### src/rtl/bit_serializer_pkg.sv
// Shared definitions for the serial pattern-detect path: serializer state
// encoding and the default word width used by the detector-path top level.
package bit_serializer_pkg;

   localparam int DEFAULT_WIDTH = 8;

   typedef enum logic {
      ST_IDLE  = 1'b0,
      ST_SHIFT = 1'b1
   } state_e;

endpackage : bit_serializer_pkg

### src/rtl/bit_serializer.sv
// Parallel-to-serial front end: WIDTH-bit words arrive over valid/ready, pass
// through a one-word holding register, and leave one bit per clock on out_bit.
module bit_serializer
   import bit_serializer_pkg::*;
#(
   parameter int WIDTH     = DEFAULT_WIDTH,
   parameter bit MSB_FIRST = 1'b1,
   parameter bit IDLE_BIT  = 1'b0
) (
   input  logic             clk,
   input  logic             reset_n,
   input  logic [WIDTH-1:0] data_in,
   input  logic             data_valid,
   output logic             data_ready,
   output logic             out_bit,
   output logic             out_valid,
   output logic             busy,
   output logic             word_done
);

   localparam int                CNT_W    = $clog2(WIDTH);
   localparam logic [CNT_W-1:0]  CNT_LAST = CNT_W'(WIDTH - 1);
   localparam logic [CNT_W-1:0]  CNT_ONE  = CNT_W'(1);

   state_e            r_state;
   logic [WIDTH-1:0]  r_sr;
   logic [CNT_W-1:0]  r_cnt;
   logic [WIDTH-1:0]  r_hold;
   logic              r_hold_full;

   logic              w_last;
   logic              w_load;
   logic              w_accept;

   // Accept and load are mutually exclusive: accept needs hold empty, load needs it full.
   always_comb begin
      w_last     = 1'b0;
      w_load     = 1'b0;
      w_accept   = 1'b0;
      data_ready = 1'b0;
      out_bit    = IDLE_BIT;
      out_valid  = 1'b0;
      busy       = 1'b0;
      word_done  = 1'b0;

      w_last     = (r_state == ST_SHIFT) && (r_cnt == CNT_LAST);
      w_load     = r_hold_full && ((r_state == ST_IDLE) || w_last);
      data_ready = !r_hold_full;
      w_accept   = data_valid && !r_hold_full;

      if (r_state == ST_SHIFT) begin
         out_bit = MSB_FIRST ? r_sr[WIDTH-1] : r_sr[0];
      end
      out_valid = (r_state == ST_SHIFT);
      busy      = (r_state == ST_SHIFT) || r_hold_full;
      word_done = w_last;
   end

   // NOTE: every register, including the hold data, is cleared by reset so a
   // discarded word can never leak out after reset is released.
   always_ff @(posedge clk or negedge reset_n) begin
      if (!reset_n) begin
         r_state     <= ST_IDLE;
         r_sr        <= '0;
         r_cnt       <= '0;
         r_hold      <= '0;
         r_hold_full <= 1'b0;
      end else begin
         // NOTE: non-blocking assignments throughout, so every branch below
         // sees the pre-edge values of the registers it tests.
         if (w_accept) begin
            r_hold      <= data_in;
            r_hold_full <= 1'b1;
         end

         if (w_load) begin
            r_sr        <= r_hold;
            r_cnt       <= '0;
            r_state     <= ST_SHIFT;
            r_hold_full <= 1'b0;
         end else if (r_state == ST_SHIFT) begin
            if (w_last) begin
               r_state <= ST_IDLE;
            end else begin
               r_cnt <= r_cnt + CNT_ONE;
               if (MSB_FIRST) begin
                  r_sr <= {r_sr[WIDTH-2:0], 1'b0};
               end else begin
                  r_sr <= {1'b0, r_sr[WIDTH-1:1]};
               end
            end
         end
      end
   end

endmodule : bit_serializer

### config.mk
export PLATFORM = sky130hd
export DESIGN_NAME = bit_serializer
export DESIGN_NICKNAME = d
export VERILOG_FILES = /design/src/rtl/bit_serializer_pkg.sv /design/src/rtl/bit_serializer.sv
export SDC_FILE = /design/constraint.sdc
export NUM_CORES = 1
export LEC_CHECK = 0
export BUFFER_PORTS_ARGS = -buffer_cell sky130_fd_sc_hd__buf_2
export CORE_UTILIZATION = 50
export CTS_CLUSTER_DIAMETER = 200
export DETAILED_ROUTE_END_ITERATION = 16
export PLACE_DENSITY = 0.8
export SYNTH_ARGS = -nofsm -noshare
export SYNTH_HDL_FRONTEND = slang
export SYNTH_SLANG_ARGS = --single-unit
### constraint.sdc
create_clock -name clk -period 1.8 [get_ports clk]
set_input_delay 0.18 -clock clk [delete_from_list [all_inputs] [get_ports clk]]
set_output_delay 0.18 -clock clk [all_outputs]
set_load 0.03 [all_outputs]
==> impl_metrics.csv <==
group,metric,value,unit
outcome,status,"finished, final reports clean",
cells_and_area,multi_input_area,374,um2
global_route,grt_max_degree,22,
die,core,1750,um2
drt,dr_total_vias,578,
place,dpl_cell_area,1040,um2
power,p_total,1.79,mW
cts,path_clk_slew,0.11,ns
place,hpwlAfterDp,1.08,mm
die,io-pin-count,16,
timing,fin_tns_setup,0,ns
timing,drv_slew,0,
global_route,grt_pass1_wl,2.55,mm
synthesis,synth.cell_area,940,um2
cts,cts_tree,"built",
power,switching_power,634,uW
critical_path,worstReg2RegStart,"r_cnt[0]",
place,gp_congestion,0.705,
timing,finalHoldViolations,0,
synthesis,yosys_most_used_dff,"dfrtp_1",
power,switching_share,35.4,%
global_route,gr-total-overflow,0,
drt,antenna_left,0,
global_route,grt_pass1_vias,606,
synthesis,ys_types,16,
critical_path,r2r_end,"r_sr[7]",
drt,drt_iter0_drc,7,
power,pwr-share-clk,12.2,%
die,die_h,45.4,um
critical_path,crit_type,"flip-flop to output port",
drt,viasPerCell,4.90,
critical_path,required,1.62,ns
critical_path,cp-startpoint,"r_cnt[0]",
power,max-vdd-ir-drop,1150,uV
timing,hold_ws,0.104,ns
die,die_x,45.4,um
drt,first_pass_iters,4,
cells_and_area,regArea,526,um2
cts,cts-root-buf,"clkbuf_4",
power,power_frac_comb,42.8,%
timing,max_slew.worst_pin.slew,0.444,ns
synthesis,syn_inst,74,
drt,wire_per_inst,12.3,um
cells_and_area,fin_area,1070,um2
job,cap_violations,0,
critical_path,cp_data_arrival_time,1.40,ns
critical_path,endpoint,"word_done",
cells_and_area,final.fill_count,149,
global_route,antenna_found_initial,0,
critical_path,crit_path_start_kind,"flip-flop",
timing,finClkSkew,0.00121,ns
die,initial_core_util,53.8,%
synthesis,synth-async-reset-ratio,100,%
synthesis,synth_fp_nets,87,
cells_and_area,nNetsFinal,107,
cells_and_area,syn_to_final_growth,14.2,%
die,die-area,2060,um2
power,seqPwrFrac,45.0,%
critical_path,rr_worst_depth,5,
cts,cts_made_buffers,3,
timing,rsz0062_at_grt,"no",
cells_and_area,fin_util,61.5,%
cells_and_area,antenna_cells,0,
timing,period_share,87.7,%
power,p_per_area,1670,nW/um2
timing,fmax,634,MHz
timing,slew_headroom,70.4,%
critical_path,cp-end-kind,"output port",
critical_path,ff2ff_setup_slack,0.26,ns
synthesis,synth_seq_cells,21,
cts,clock_path_buffers,2,
min_path,hold_path.class,"input port to flip-flop",
cells_and_area,drive_above_1_share,36.6,%
power,power.internal,1.16,mW
synthesis,ys_warn_count,0,
cts,clock-sinks,21,
synthesis,ys_seq_area_share,55.9,%
power,cellLeakagePower,0.546,nW
timing,setup_violations,0,
drt,drc,0,
cts,ctsHtreeMaxLevel,1,
global_route,grt_usage,18.0,%
synthesis,synth_edf_count,0,
die,fp-row-count,15,
place,io_buffers,15,
critical_path,crit_fanout,2,
cts,clk-insertion-delay-late,0.30,ns
synthesis,avgSynthCellArea,12.7,um2
timing,min_period,1.58,ns
drt,routed_wl,1.45,mm
[synth_stat cells, types with 2 or more instances]
master / n / area, um2
dfrtp_1: 21 / 526
nand2_1: 11 / 41.3
o21ai_0: 9 / 45.0
mux2_4: 8 / 120
mux2i_1: 8 / 80.1
and2_1: 2 / 12.5
buf_2: 2 / 10.0
buf_6: 2 / 22.5
ha_1: 2 / 25.0
inv_1: 2 / 7.51
nor2_1: 2 / 7.51
[state kept, by name (all words and copies together) (netlist names)]
register and flops:
r_sr 8, r_cnt 3, r_hold 8, r_hold_full 1
out_valid 1
[power by group through the flow]
stage | Combinational (mW) | Clock (mW) | Sequential [mW]
4_1_cts | 0.781 | 0.234 | 0.810
5_1_grt | 0.866 | 0.253 | 0.834
3_5_place_dp | 0.777 | 0 | 0.820
6_report | 0.767 | 0.219 | 0.806
3_3_place_gp | 0.737 | 0 | 0.804
2_1_floorplan | 0.633 | 0 | 0.790
[layer usage]
layer	vias to the layer above	track usage [%]	wire [um]
li1	285	-	-
met1	274	22.3	674
met2	17	29.0	698
met3	2	7.20	67
met4	0	5.45	13
met5	-	0	0
[worst min path at each step]
| stage | start | to | slack, ns | cells past startpoint |
|---|---|---|---|---|
| 2_1_floorplan | reset_n | out_valid | -0.12 | 0 |
| 3_3_place_gp | reset_n | out_valid | 0.15 | 1 |
| 3_5_place_dp | reset_n | out_valid | 0.15 | 1 |
| 4_1_cts | data_in[2] | r_hold[2] | 0.09 | 2 |
| 5_1_grt | data_in[2] | r_hold[2] | 0.08 | 2 |
| 6_report | data_in[6] | r_hold[6] | 0.10 | 2 |
[logic make-up (layout without fill, tap and decap cells)]
group,Yosys count,count (layout),synth area share [%]
AO/OA/AOI/OAI,10,10,5.73
adder cells (fa/ha/maj),2,2,2.66
buffers and inverters,6,25,4.26
flip-flops,21,21,55.9
multiplexers,17,17,22.5
AND/OR/NAND/NOR,18,18,8.92
[cell usage in the layout, fill, tap and decap left out]
master and n:
buf_2 15, nand2_1 11, and2b_1 1, mux2_4 8
nor2b_2 1, mux2i_1 8, dfrtp_1 21, nor2_1 2
mux2_2 1, clkinv_2 1, dlygate4sd3_1 1, and2_1 2
a21o_2 1, inv_1 2, buf_4 3, ha_1 2
or2_2 1, o21ai_0 9, clkbuf_4 3
[worst max-delay path, cell delays in order, from the launching register on]
cell and delay (ns):
dfrtp_1 0.41, ha_1 0.20, ha_1 0.18, and2_1 0.15
buf_2 0.17
[final cells by class]
type / instances / share of cell area (%)
clock buffers: 3 / 2.10
clock inverters: 1 / 0.466
inverters: 2 / 0.699
multi-input cells: 47 / 34.8
flip-flops and latches: 21 / 49.0
well taps: 25 / 2.91
repair buffers: 19 / 10.0
[timing repair]
item	4_1_cts	5_1_grt
setup endpoints to repair	0	0
gates resized for setup	0	0
buffers inserted	0	0
hold endpoints to repair	21	0
hold buffers	1	0
[through the flow]
step / setup slack [ns] / instances
after floorplan: 0.435 / 74
after global placement: 0.344 / 113
after detailed placement: 0.261 / 113
after CTS: 0.196 / 118
after global routing: 0.128 / 118
final: 0.222 / 118
No activity file was read; power rests on OpenSTA's default activity.
